### config.mk
export PLATFORM = sky130hd
export DESIGN_NAME = lsu_mem_initiator_flat
export DESIGN_NICKNAME = d
export VERILOG_FILES = /design/src/rtl/lsu_mem_initiator_if.sv /design/src/rtl/lsu_mem_initiator.sv /design/src/flat_wrapper.sv
export SDC_FILE = /design/constraint.sdc
export NUM_CORES = 1
export LEC_CHECK = 0
export ABC_AREA = 1
export BUFFER_PORTS_ARGS = -buffer_cell sky130_fd_sc_hd__buf_2
export CAP_MARGIN = 15
export CORE_ASPECT_RATIO = 1.75
export CORE_MARGIN = 1
export CORE_UTILIZATION = 47
export CTS_CLUSTER_DIAMETER = 80
export DETAILED_ROUTE_END_ITERATION = 10
export PLACE_DENSITY = 0.75
export SYNTH_ARGS = -nofsm -noshare
export SYNTH_HDL_FRONTEND = slang
export SYNTH_SLANG_ARGS = --single-unit
### constraint.sdc
create_clock -name clk -period 6.3 [get_ports clk]
set_clock_uncertainty 0.2 [all_clocks]
set_input_delay 0 -clock clk [delete_from_list [all_inputs] [get_ports clk]]
set_output_delay 0 -clock clk [all_outputs]
set_load 0.01 [all_outputs]
### src/rtl/lsu_mem_initiator_if.sv
// Doubleword request/acknowledge data-memory bus with byte strobes.
// The LSU drives the request side as master; the memory model or port is the slave.
interface lsu_mem_initiator_if;
  logic        mem_req;
  logic        mem_we;
  logic [63:0] mem_addr;
  logic [63:0] mem_wdata;
  logic [7:0]  mem_wstrb;
  logic        mem_ack;
  logic [63:0] mem_rdata;

  modport master (
    output mem_req, mem_we, mem_addr, mem_wdata, mem_wstrb,
    input  mem_ack, mem_rdata
  );

  modport slave (
    input  mem_req, mem_we, mem_addr, mem_wdata, mem_wstrb,
    output mem_ack, mem_rdata
  );
endinterface

### src/rtl/lsu_mem_initiator.sv
// Load/store initiator for the RV64 core: alignment and legality checks, lane-replicated stores,
// extended load return, and a bounded-wait request/acknowledge access to data memory.
module lsu_mem_initiator #(
  parameter int unsigned TIMEOUT = 255
) (
  input  logic                       clk,
  input  logic                       reset,
  input  logic                       ex_valid,
  input  logic                       ex_load,
  input  logic                       ex_store,
  input  logic [2:0]                 ex_funct3,
  input  logic [63:0]                ex_addr,
  input  logic [63:0]                ex_wdata,
  output logic                       lsu_busy,
  output logic                       wb_valid,
  output logic [63:0]                wb_rdata,
  output logic                       wb_misaligned,
  output logic                       wb_fault,
  lsu_mem_initiator_if.master        mem
);

  localparam logic [1:0] S_IDLE = 2'd0;
  localparam logic [1:0] S_REQ  = 2'd1;
  localparam logic [1:0] S_RESP = 2'd2;

  localparam logic [9:0] LAST_WAIT = 10'(TIMEOUT - 1);

  logic [1:0]  state;
  logic [9:0]  wait_cnt;
  logic        r_we;
  logic [2:0]  r_f3;
  logic [63:0] r_addr;
  logic [63:0] r_wdata;
  logic [7:0]  r_wstrb;
  logic [63:0] r_rdata;
  logic        r_fault;
  logic        r_mis;

  logic        illegal;
  logic        misaligned;
  logic [7:0]  strb;
  logic [63:0] rep;
  logic [63:0] shifted;
  logic [63:0] ld_val;
  logic        sx;

  always_comb begin
    illegal    = (ex_load == ex_store) || (ex_funct3 == 3'b111) || (ex_store && ex_funct3[2]);
    misaligned = 1'b0;
    strb       = '0;
    rep        = '0;
    unique case (ex_funct3[1:0])
      2'b00: begin
        strb = 8'h01 << ex_addr[2:0];
        rep  = {8{ex_wdata[7:0]}};
      end
      2'b01: begin
        misaligned = ex_addr[0];
        strb       = 8'h03 << ex_addr[2:0];
        rep        = {4{ex_wdata[15:0]}};
      end
      2'b10: begin
        misaligned = |ex_addr[1:0];
        strb       = 8'h0F << ex_addr[2:0];
        rep        = {2{ex_wdata[31:0]}};
      end
      default: begin
        misaligned = |ex_addr[2:0];
        strb       = 8'hFF;
        rep        = ex_wdata;
      end
    endcase
  end

  // Load data is shifted down from its byte lane, then truncated and extended by size.
  always_comb begin
    shifted = mem.mem_rdata >> {r_addr[2:0], 3'b000};
    sx      = ~r_f3[2];
    unique case (r_f3[1:0])
      2'b00:   ld_val = {{56{sx & shifted[7]}},  shifted[7:0]};
      2'b01:   ld_val = {{48{sx & shifted[15]}}, shifted[15:0]};
      2'b10:   ld_val = {{32{sx & shifted[31]}}, shifted[31:0]};
      default: ld_val = shifted;
    endcase
  end

  always_ff @(posedge clk or posedge reset) begin
    if (reset) begin
      state    <= S_IDLE;
      wait_cnt <= '0;
      r_we     <= 1'b0;
      r_f3     <= '0;
      r_addr   <= '0;
      r_wdata  <= '0;
      r_wstrb  <= '0;
      r_rdata  <= '0;
      r_fault  <= 1'b0;
      r_mis    <= 1'b0;
    end else begin
      unique case (state)
        S_IDLE: begin
          if (ex_valid) begin
            r_we     <= ex_store;
            r_f3     <= ex_funct3;
            r_addr   <= ex_addr;
            r_wdata  <= rep;
            r_wstrb  <= ex_store ? strb : 8'h00;
            r_rdata  <= '0;
            r_fault  <= illegal;
            r_mis    <= !illegal && misaligned;
            wait_cnt <= '0;
            state    <= (illegal || misaligned) ? S_RESP : S_REQ;
          end
        end
        S_REQ: begin
          // An ack on the last permitted cycle still beats the timeout.
          if (mem.mem_ack) begin
            if (!r_we) r_rdata <= ld_val;
            state <= S_RESP;
          end else if (wait_cnt == LAST_WAIT) begin
            r_fault <= 1'b1;
            state   <= S_RESP;
          end else begin
            wait_cnt <= wait_cnt + 10'd1;
          end
        end
        S_RESP: begin
          wait_cnt <= '0;
          state    <= S_IDLE;
        end
        default: state <= S_IDLE;
      endcase
    end
  end

  assign lsu_busy      = (state != S_IDLE);
  assign wb_valid      = (state == S_RESP);
  assign wb_rdata      = wb_valid ? r_rdata : '0;
  assign wb_misaligned = wb_valid & r_mis;
  assign wb_fault      = wb_valid & r_fault;

  assign mem.mem_req   = (state == S_REQ);
  assign mem.mem_we    = mem.mem_req & r_we;
  assign mem.mem_wstrb = mem.mem_req ? r_wstrb : 8'h00;
  assign mem.mem_addr  = {r_addr[63:3], 3'b000};
  assign mem.mem_wdata = r_wdata;

endmodule

### src/flat_wrapper.sv
// flat-port wrapper written by rule: the top's interface ports become plain ports
module lsu_mem_initiator_flat 
#(
  parameter int unsigned TIMEOUT = 255
)
  (clk, reset, ex_valid, ex_load, ex_store, ex_funct3, ex_addr, ex_wdata, lsu_busy, wb_valid, wb_rdata, wb_misaligned, wb_fault, mem_mem_req, mem_mem_we, mem_mem_addr, mem_mem_wdata, mem_mem_wstrb, mem_mem_ack, mem_mem_rdata);
  lsu_mem_initiator_if mem_i ();
  input  logic clk;
  input  logic reset;
  input  logic ex_valid;
  input  logic ex_load;
  input  logic ex_store;
  input  logic [2:0] ex_funct3;
  input  logic [63:0] ex_addr;
  input  logic [63:0] ex_wdata;
  output logic lsu_busy;
  output logic wb_valid;
  output logic [63:0] wb_rdata;
  output logic wb_misaligned;
  output logic wb_fault;
  output wire logic [$bits(mem_i.mem_req)-1:0] mem_mem_req;
  output wire logic [$bits(mem_i.mem_we)-1:0] mem_mem_we;
  output wire logic [$bits(mem_i.mem_addr)-1:0] mem_mem_addr;
  output wire logic [$bits(mem_i.mem_wdata)-1:0] mem_mem_wdata;
  output wire logic [$bits(mem_i.mem_wstrb)-1:0] mem_mem_wstrb;
  input wire logic [$bits(mem_i.mem_ack)-1:0] mem_mem_ack;
  input wire logic [$bits(mem_i.mem_rdata)-1:0] mem_mem_rdata;
  assign mem_mem_req = mem_i.mem_req;
  assign mem_mem_we = mem_i.mem_we;
  assign mem_mem_addr = mem_i.mem_addr;
  assign mem_mem_wdata = mem_i.mem_wdata;
  assign mem_mem_wstrb = mem_i.mem_wstrb;
  assign mem_i.mem_ack = mem_mem_ack;
  assign mem_i.mem_rdata = mem_mem_rdata;
  lsu_mem_initiator #(.TIMEOUT(TIMEOUT)) u_core (.clk(clk), .reset(reset), .ex_valid(ex_valid), .ex_load(ex_load), .ex_store(ex_store), .ex_funct3(ex_funct3), .ex_addr(ex_addr), .ex_wdata(ex_wdata), .lsu_busy(lsu_busy), .wb_valid(wb_valid), .wb_rdata(wb_rdata), .wb_misaligned(wb_misaligned), .wb_fault(wb_fault), .mem(mem_i));
endmodule
# After elaboration in Yosys (flattened, before gate mapping)
# Cells that the tools add are included.
# word_totals
ramBits	0
mem_count	0
word_cells	81
rom_bits	0
latch_bits	0
register_bits	218
output_inout_bits	206
# classes
reduce_logical	19
n_shift	4
magnitude_cmp	0
div	0
mux	24
multipliers	0
n_eq_ne	16
add_sub_neg	1
bitwise	7
# ops
operator	n
$pmux 64 s3	2
$mux 64	4
$pmux 64 s2	1
$shr 64x6->64	1
$mux 10	3
$pmux 10 s3	1
$pmux 8 s3	1
$mux 8	2
$ne 2x2->1 const B	6
$reduce_and 4->1	3
$add 10x1->10 const B	1
$eq 10x8->1 const B	1
$mux 2	4
$shl 1x3->8 const A	1
$shl 2x3->8 const A	1
$shl 4x3->8 const A	1
$and 1x1->1	6
$eq 2x1->1 const B	3
$eq 2x2->1 const B	3
$logic_not 2->1	3
$pmux 2 s2	1
$reduce_and 2->1	2
$reduce_bool 2->1	2
$eq 3x3->1 const B	1
12 further kinds	17

# Logic depth before layout (Yosys ltp)
# Gate-level depths: netlist of run 1.
# depth
word_depth	7
mapped_depth	12
depth_no_buf	10

# Worst setup path before layout of run 1
# No wires, ideal clock.
# synth_timing
kind	reg-to-reg
start	register u_core.r_addr[0]
end	register u_core.r_rdata[42]
required_time_ps	5977
path_buffers	2
synth_period_minus_slack_ps	1689
setup_slack_ps	4611
setup_ps	123
stages_incl_launch_ff	11
arrival_ps	1366
path_cell_list	dfrtp_1 > buf_4 > nand2_1 > nand3_1 > nand3_1 > nand2_2 > nand2_4 > nand2_2 > buf_4 > o21ai_0 > nand2_1
# synth_via
elab_chain_cells	6
# synth_lines
element	line	text
start: declaration	lsu_mem_initiator.sv:32	logic [63:0] r_addr;
start signal: assignment	lsu_mem_initiator.sv:105	r_addr <= ex_addr;
$shr 64x6->64 *	lsu_mem_initiator.sv:77	shifted = mem.mem_rdata >> {r_addr[2:0], 3'b000};
$and 1x1->1 (on tied branches)	lsu_mem_initiator.sv:82, lsu_mem_initiator.sv:80, lsu_mem_initiator.sv:81	
$pmux 64 s3 *	lsu_mem_initiator.sv:79	unique case (r_f3[1:0])
$mux 64 *	lsu_mem_initiator.sv:118	if (!r_we) r_rdata <= ld_val;
$mux 64 *	lsu_mem_initiator.sv:117	if (mem.mem_ack) begin
$pmux 64 s2 *	lsu_mem_initiator.sv:100	unique case (state)
end signal: assignment	lsu_mem_initiator.sv:118	
end: declaration	lsu_mem_initiator.sv:35	logic [63:0] r_rdata;
# Mark *: on every way between the ends. The rest lies on a longest branch, timed or not. The select of a mux whose other input is x is not followed.
# A chain may end at the register's enable or synchronous reset.

# Worst setup path after layout of run 1
# layout_timing
start	register u_core.r_addr[0]
end	register u_core.r_rdata[9]
# layout_via
elab_chain_cells	6
# layout_lines
element	line	text
$shr 64x6->64 *	lsu_mem_initiator.sv:77	
$and 1x1->1	lsu_mem_initiator.sv:80	2'b00: ld_val = {{56{sx & shifted[7]}}, shifted[7:0]};
$pmux 64 s3 *	lsu_mem_initiator.sv:79	
$mux 64 *	lsu_mem_initiator.sv:118	
$mux 64 *	lsu_mem_initiator.sv:117	
$pmux 64 s2 *	lsu_mem_initiator.sv:100	
# Marked as above.

==> flow_metrics.py, run 1 <==
metrics = {
    "drt": {
        "drc": 0,
        "drt_pre_antenna_iters": 5,
        "via_count": 15195,
        "wl_per_cell_um": 19.20,
        "dr.first_iter.drc_count": 1327,
        "ant_nets": 0,
        "finalWirelength_um": 52310,
        "viasPerCell": 5.578,
    },
    "worst_setup_path": {
        "cp_max_fo": 62,
        "r2r-end": "u_core.r_rdata[9]",
        "r2r_cells": 13,
        "arrival_ps": 4640,
        "end_kind": "register",
        "start_kind": "register",
        "r2r_slack_ps": 1910,
        "path_class": "reg2reg",
        "cp.required_ps": 6550,
        "r2r_start": "u_core.r_addr[0]",
    },
    "cts": {
        "cts_buffer_depth": 3,
        "clock_latency_ps": 510,
        "cts_tree": "built",
        "path_clk_slew_ps": 70,
        "cts-resized-gates": 0,
        "cts_sinks": 218,
        "cts_buffers": 22,
        "cts_root_buf": "clkbuf_16",
        "htree_num_levels": 1,
        "postCtsSetupBuffers": 0,
        "ctsHoldBuffers": 288,
    },
    "floorplanning": {
        "chipWidth_um": 126.4,
        "die_y_um": 219.7,
        "core_area_mm2": 0.02659,
        "rows": 79,
        "dieArea_mm2": 0.02776,
        "ios": 407,
        "start_util": 0.4786,
    },
    "yosys": {
        "synth_top_family_by_area": "simple AND/OR/NAND/NOR gates",
        "syn-cell-area_mm2": 0.01273,
        "yosys_warnings": 0,
        "synthAdderAreaFrac": 0.007865,
        "synth_cells": 1832,
        "synth_seq_area_share": 0.4287,
        "synthDistinctLibCells": 38,
        "synthMuxAreaShare": 0,
        "synth-xor-area-share": 0.002753,
        "synth_area_per_cell_um2": 6.946,
        "synth_seq_cells": 218,
        "synth-simple-area-share": 0.2953,
        "synth_compound_area_frac": 0.1412,
    },
    "finish": {
        "nFillCells": 2026,
        "finish.utilization": 0.6750,
        "finalNetCount": 2591,
        "stdcell_count": 2724,
        "drive_above_1_share": 0.1985,
        "areaGrowthSynthToFinish_pct": 41.04,
    },
    "timing": {
        "period_share": 0.6963,
        "slew_violations": 0,
        "setup_violations": 0,
        "max_clock_freq_mhz": 228.0,
        "finalHoldViolCount": 0,
        "max_slew_margin": 0.2143,
        "tns_ps": 0,
        "rsz0062_at_grt": "false",
        "tightest_slew_ps": 1177,
        "finalCriticalPeriod_ps": 4387,
    },
    "placement": {
        "io_buffers": 403,
        "place.gp.congestion": 0.9465,
        "placedCellCount": 2393,
        "hpwl_um": 31840,
    },
    "flow_run": {
        "maxCapViolCount": 0,
    },
    "global_routing": {
        "grt_max_degree": 92,
        "grtUsageTotal": 0.3697,
        "grt.overflow.total": 0,
        "antenna_found_initial": 2,
        "grt_pass1_vias": 15029,
        "grt_pass1_wl_um": 79470,
    },
    "hold_path": {
        "min_path_cells": 7,
        "min_from": "mem_mem_rdata[46]",
        "hold_end": "u_core.r_rdata[38]",
        "min_path_type": "in2reg",
    },
    "power_and_ir_drop": {
        "ir_drop_v": 0.0002923,
        "p_per_area_mw_per_mm2": 456.1,
        "p_total_mw": 8.186,
        "power.leakage_nw": 9.394,
    },
    "run_status": {
        "status": "complete, no violations",
    },
}
[sequential cells by signal, indices dropped and copies added, names as in the netlist]
signal and flops:
u_core.mem.mem_wdata 64, u_core.r_addr 64, u_core.r_rdata 64, u_core.wait_cnt 10, u_core.r_wstrb 8, u_core.r_f3 3
u_core.state 2, u_core.r_fault 1, u_core.r_mis 1, u_core.r_we 1
[placed cells by master, fill, tap and decap left out, drive strengths merged]
master       synthesis  final
nand2              635    635
buf                133    414
dlygate4sd3          0    288
dfrtp              218    218
a21oi              167    167
o21ai              159    159
nor2               146    146
inv                144    144
nand3              133    133
clkbuf              45     32
o211ai              12     12
o22ai                8      8
ha                   8      8
nor3                 6      6
bufinv               0      5
nand4                5      5
or2                  4      4
xor2                 3      3
conb                 1      3
diode                0      2
clkinv               0      2
o21bai               1      1
a31oi                1      1
o21a                 1      1
xnor2                1      1
nand3b               1      1
clkinvlp             0      1
[cells in the mapped netlist]
| master | n | area [um^2] |
|---|---|---|
| buf_2 | 51 | 255.2 |
| buf_1 | 7 | 26.28 |
| o21a_1 | 1 | 7.510 |
| o21ai_1 | 21 | 105.1 |
| nand4_4 | 1 | 21.27 |
| nand2_4 | 1 | 11.26 |
| o21ai_0 | 137 | 685.7 |
| ha_1 | 8 | 100.1 |
| nor3_2 | 1 | 10.01 |
| nand3_2 | 2 | 20.02 |
| dfrtp_1 | 218 | 5455 |
| nand2_2 | 4 | 25.02 |
| xor2_1 | 3 | 26.28 |
| nor3_1 | 4 | 20.02 |
| xnor2_1 | 1 | 8.760 |
| a21oi_1 | 167 | 835.8 |
| nor2_4 | 1 | 11.26 |
| conb_1 | 1 | 3.750 |
| a31oi_1 | 1 | 6.260 |
| clkbuf_2 | 2 | 10.01 |
| or2_1 | 1 | 6.260 |
| nand3b_1 | 1 | 7.510 |
| o21bai_1 | 1 | 7.510 |
| nand3_1 | 131 | 655.6 |
| o22ai_1 | 8 | 50.05 |
| nand2_1 | 630 | 2365 |
| inv_4 | 1 | 6.260 |
| nand4_1 | 4 | 25.02 |
| nor2_1 | 145 | 544.3 |
| buf_4 | 70 | 525.5 |
| o211ai_1 | 12 | 90.09 |
| buf_6 | 5 | 56.30 |
| inv_2 | 6 | 22.52 |
| or2_2 | 3 | 18.77 |
| o21ai_2 | 1 | 8.760 |
| inv_1 | 137 | 514.2 |
| nor3_4 | 1 | 16.27 |
| clkbuf_1 | 43 | 161.4 |
[layout make-up]
type                            instances  area [um^2]  area share
Antenna cell                            2        5.005   0.0002788
Clock buffer                           32        659.4     0.03674
Clock inverter                          8        171.4    0.009550
Inverter                              144        553.0     0.03081
Multi-Input combinational cell       1294         5703      0.3177
Sequential cell                       218         5456      0.3040
Tap cell                              324        405.4     0.02259
Timing Repair Buffer                  702         4995      0.2783
[where the power goes]
group	switching, mW	total (mW)	leakage [nW]	internal [mW]
Clock	0.590	1.52	0.403	0.933
Sequential	0.391	2.36	2.76	1.97
Combinational	2.68	4.30	6.23	1.63
Total	3.66	8.19	9.39	4.53
[per-layer routing]
layer	global-route usage	share of wire	wire, um
met1	0.3862	0.33	17120
met2	0.6683	0.51	26430
met3	0.05560	0.084	4369
met5	0	0	0
met4	0.2771	0.084	4401
[per-stage QoR]
stage	setup WS, ps	hold slack [ps]	area (um^2)
final	1913	3.636	17950
after global placement	2598	-77.71	14210
after detailed placement	2463	-63.71	14210
after CTS	1460	1.479	17920
after floorplan	135.6	-83.40	12730
after global routing	1645	38.93	17950
[critical path, stage by stage (launching register included)]
cell           delay, ps
dfrtp_2              540
buf_12               240
inv_2                750
nand2_1              170
nand3_1              120
dlygate4sd3_1        550
nand3_1               60
dlygate4sd3_1        600
nand2_2               90
nand2_4              170
o21ai_0              130
dlygate4sd3_1        580
nand2_1               50
nand2_1               70
[cells by family (layout without fill, tap and decap cells)]
family,Yosys count,after routing
XOR/XNOR,4,4
AO/OA/AOI/OAI,349,349
other,1,5
AND/OR/NAND/NOR,930,930
buffers and inverters,322,886
flip-flops,218,218
adder cells (fa/ha/maj),8,8
[how the worst max path moves through the flow]
stage                     start                       to  slack (ps)  depth (start not counted)
4_1_cts        u_core.r_addr[0]       u_core.r_rdata[10]        1460                         12
2_1_floorplan             reset  u_core.mem.mem_wdata[0]         140                          1
3_3_place_gp   u_core.r_addr[0]       u_core.r_rdata[41]        2600                          8
3_5_place_dp   u_core.r_addr[0]       u_core.r_rdata[35]        2460                          8
6_report       u_core.r_addr[0]        u_core.r_rdata[9]        1910                         13
5_1_grt        u_core.r_addr[0]       u_core.r_rdata[32]        1640                         12
Note: power is estimated with default switching activity, not from simulation.
==> run 2, diff against run 1 <==
--- a/config.mk
+++ b/config.mk
@@ -5,15 +5,14 @@
 export SDC_FILE = /design/constraint.sdc
 export NUM_CORES = 1
 export LEC_CHECK = 0
-export ABC_AREA = 1
+export ABC_AREA = 0
 export BUFFER_PORTS_ARGS = -buffer_cell sky130_fd_sc_hd__buf_2
 export CAP_MARGIN = 15
-export CORE_ASPECT_RATIO = 1.75
-export CORE_MARGIN = 1
-export CORE_UTILIZATION = 47
+export CORE_AREA = 2 2 158 160
 export CTS_CLUSTER_DIAMETER = 80
 export DETAILED_ROUTE_END_ITERATION = 10
-export PLACE_DENSITY = 0.75
+export DIE_AREA = 0 0 160 162
+export PLACE_DENSITY = 0.76
 export SYNTH_ARGS = -nofsm -noshare
 export SYNTH_HDL_FRONTEND = slang
 export SYNTH_SLANG_ARGS = --single-unit
==> constraint.sdc (replaced) <==
create_clock -name clk -period 4.3 [get_ports clk]
set_clock_uncertainty 0.2 [all_clocks]
set_input_delay 0 -clock clk [delete_from_list [all_inputs] [get_ports clk]]
set_output_delay 0 -clock clk [all_outputs]
set_load 0.01 [all_outputs]
==> flow_metrics.py, run 2 <==
metrics = {
    "power_and_ir_drop": {
        "ir_drop_v": 0.0002869,
        "p_per_area_mw_per_mm2": 437.8,
        "power.leakage_nw": 8.835,
        "p_sw_frac": 0.3715,
        "internal-power_mw": 4.924,
        "switchingPower_mw": 2.910,
        "pwr-share-comb": 0.380,
        "pwr-share-seq": 0.353,
        "p_clk_frac": 0.267,
    },
    "global_routing": {
        "grt.overflow.total": 0,
        "grt_busiest_layer": "met2",
        "antenna_found_initial": 1,
        "grt_pass1_vias": 14154,
        "grt_util_met3": 0.09091,
        "use_met1": 0.4321,
        "grt_max_degree": 102,
        "grt_pass1_wl_um": 77000,
        "grtUsageTotal": 0.3744,
        "use_met2": 0.6163,
    },
    "floorplanning": {
        "rows": 57,
        "chipWidth_um": 160,
        "die_y_um": 162,
        "dieArea_mm2": 0.02592,
        "ios": 407,
        "core_area_mm2": 0.02411,
        "start_util": 0.5021,
    },
    "worst_setup_path": {
        "crit_buf_inv": 5,
        "cp.required_ps": 4580,
        "end_kind": "register",
        "worst_path_dominant_cell_family": "buffers and inverters",
        "crit_path_top_delay_cell": "dlygate4sd3_1",
        "path_class": "in2reg",
        "crit_path_max_incr_delay_ps": 580,
        "critical_path.cell_chain": "dlygate4sd3_1 > buf_2 > ha_1 > buf_4 > or2_2 > o22a_1 > o21ai_0 > dlygate4sd3_1 > a221oi_1 > dlygate4sd3_1",
        "r2r_slack_ps": 790,
        "arrival_ps": 3840,
        "start_kind": "primary input",
        "crit_top_cell": "dlygate4sd3_1",
        "cp_max_fo": 35,
    },
    "cts": {
        "cts_root_buf": "clkbuf_16",
        "htree_num_levels": 1,
        "clock_latency_ps": 540,
        "postCtsSetupBuffers": 0,
        "cts_sinks": 218,
        "path_clk_slew_ps": 60,
        "cts-resized-gates": 0,
        "cts_buffers": 25,
        "cts_buffer_depth": 3,
        "cts_tree": "built",
    },
    "yosys": {
        "async_reset_ff_frac": 1.000,
        "synthDistinctLibCells": 54,
        "yosysMostFrequentCell": "nand2_1",
        "syn-cell-area_mm2": 0.01210,
        "synth_seq_cells": 218,
        "yosys_most_used_dff": "dfrtp_1",
        "synth_area_per_cell_um2": 8.614,
        "synth_top_area_cell": "dfrtp_1",
        "synth_top_area_share": 0.4507,
        "synth_seq_area_share": 0.4507,
        "netlist_top_cells_count": "nand2_1, dfrtp_1, o21ai_0, nor2_1, a21oi_1",
        "ys_top_cells_by_area": "dfrtp_1, nand2_1, o21ai_0, buf_4, and2_1",
        "synth_edf_count": 0,
        "synth_cells": 1405,
        "yosys_warnings": 0,
    },
    "timing": {
        "max_clock_freq_mhz": 280.9,
        "hold_ws_ps": -2.634,
        "setup_slack_ps": 739.4,
        "tns_ps": 0,
        "finalCriticalPeriod_ps": 3561,
        "finalHoldViolCount": 1,
        "max_slew_margin": 0.3298,
        "rsz0062_at_grt": "false",
        "slew_violations": 0,
        "tightest_slew_ps": 1004,
        "setup_violations": 0,
        "period_share": 0.8280,
    },
    "run_status": {
        "status": "finished with violations",
        "violations": "hold timing",
    },
    "drt": {
        "drc": 0,
        "viasPerCell": 5.843,
        "via_count": 13784,
        "wl_per_cell_um": 21.05,
        "dr.first_iter.drc_count": 1649,
        "ant_nets": 0,
        "finalWirelength_um": 49660,
        "drt_pre_antenna_iters": 11,
    },
    "finish": {
        "areaGrowthSynthToFinish_pct": 47.84,
        "final_cell_mix": "buf_2, nand2_1, dlygate4sd3_1",
        "finish.utilization": 0.7423,
        "drive_above_1_share": 0.2568,
        "nFillCells": 1658,
        "final_common_cell": "buf_2",
        "post-route-cell-area_mm2": 0.01789,
        "multi_input_area_mm2": 0.005680,
        "ff_latch_area_mm2": 0.005458,
        "finalNetCount": 2225,
    },
    "flow_run": {
        "maxCapViolCount": 0,
    },
    "placement": {
        "place.gp.congestion": 1.011,
        "place_area_mm2": 0.01375,
        "pre_cts_ws_ps": 1364,
        "io_buffers": 403,
        "hpwl_um": 27360,
    },
    "hold_path": {
        "min_path_type": "in2reg",
    },
}
[run 2: cell count changes after synthesis, sizes merged, moves of 14 or more]
cell / before / now
nand2: 635 / 384
a211oi: 0 / 14
o21ai: 159 / 131
nand3: 133 / 27
mux2i: 0 / 38
clkbuf: 45 / 70
mux4: 0 / 17
and2: 0 / 76
a21oi: 167 / 80
buf: 133 / 96
nor2: 146 / 99
inv: 144 / 13
[run 2: power groups by stage]
stage,sequential (mW),clock (mW),combinational [mW]
global placement,2.72,0,2.23
global route,2.79,2.19,3.17
floorplan,2.74,0,1.65
finish,2.76,2.09,2.98
CTS,2.71,2.09,2.74
detailed placement,2.74,0,2.27
[run 2: area by class of cell]
cell class	count	share of cell area
multi-input cells	1010	0.3175
repair buffers	748	0.3074
flip-flops and latches	218	0.3050
clock buffers	38	0.04161
well taps	324	0.02266
inverters	13	0.002937
clock inverters	6	0.002657
diodes	2	0.0002797
[run 2: worst paths after layout]
kind | start | end | cells after the start
setup / recovery | ex_funct3[0] | u_core.state[1] | 10
hold / removal | ex_addr[46] | u_core.r_addr[46] | 4
setup reg to reg | u_core.r_addr[0] | u_core.r_rdata[9] | 8
hold reg to reg | u_core.r_wstrb[2] | u_core.r_wstrb[2] | 2
max in group asynchronous | reset | u_core.r_addr[34] | 5
min in group asynchronous | reset | u_core.mem.mem_wdata[15] | 4
[run 2: what timing repair did]
action,4_1_cts,5_1_grt
hold endpoints to repair,429,0
hold buffers,329,0
endpoints found under the setup margin,0,0
[run 2: metrics by stage]
step                      power, mW  instances
after global routing          8.151       2358
after floorplan               4.390       1407
after detailed placement      5.008       1981
after global placement        4.955       1981
after CTS                     7.545       2354
final                         7.834       2359
[run 2: per-layer routing]
metal,up-vias,part of all wire,routed length (um)
met5,-,0,0
met4,0,0.084,4159
met3,386,0.10,5078
met2,1123,0.47,23160
met1,6384,0.35,17260
li1,5891,-,-
[run 2: cell families after synthesis]
| family | count (synthesis) | share of synthesized area |
|---|---|---|
| simple gates | 617 | 0.2190 |
| mux | 66 | 0.07433 |
| flops | 218 | 0.4507 |
| compound gates | 311 | 0.1617 |
| fa+ha+maj | 8 | 0.008271 |
| buf+inv | 179 | 0.08208 |
| other cells | 1 | 0.0003098 |
| xor+xnor | 5 | 0.003618 |
[run 2: tightest hold or removal path, stage by stage]
cell and delay [ps]:
dlygate4sd3_1 520, buf_2 90, nand2_1 40, nand2_1 50
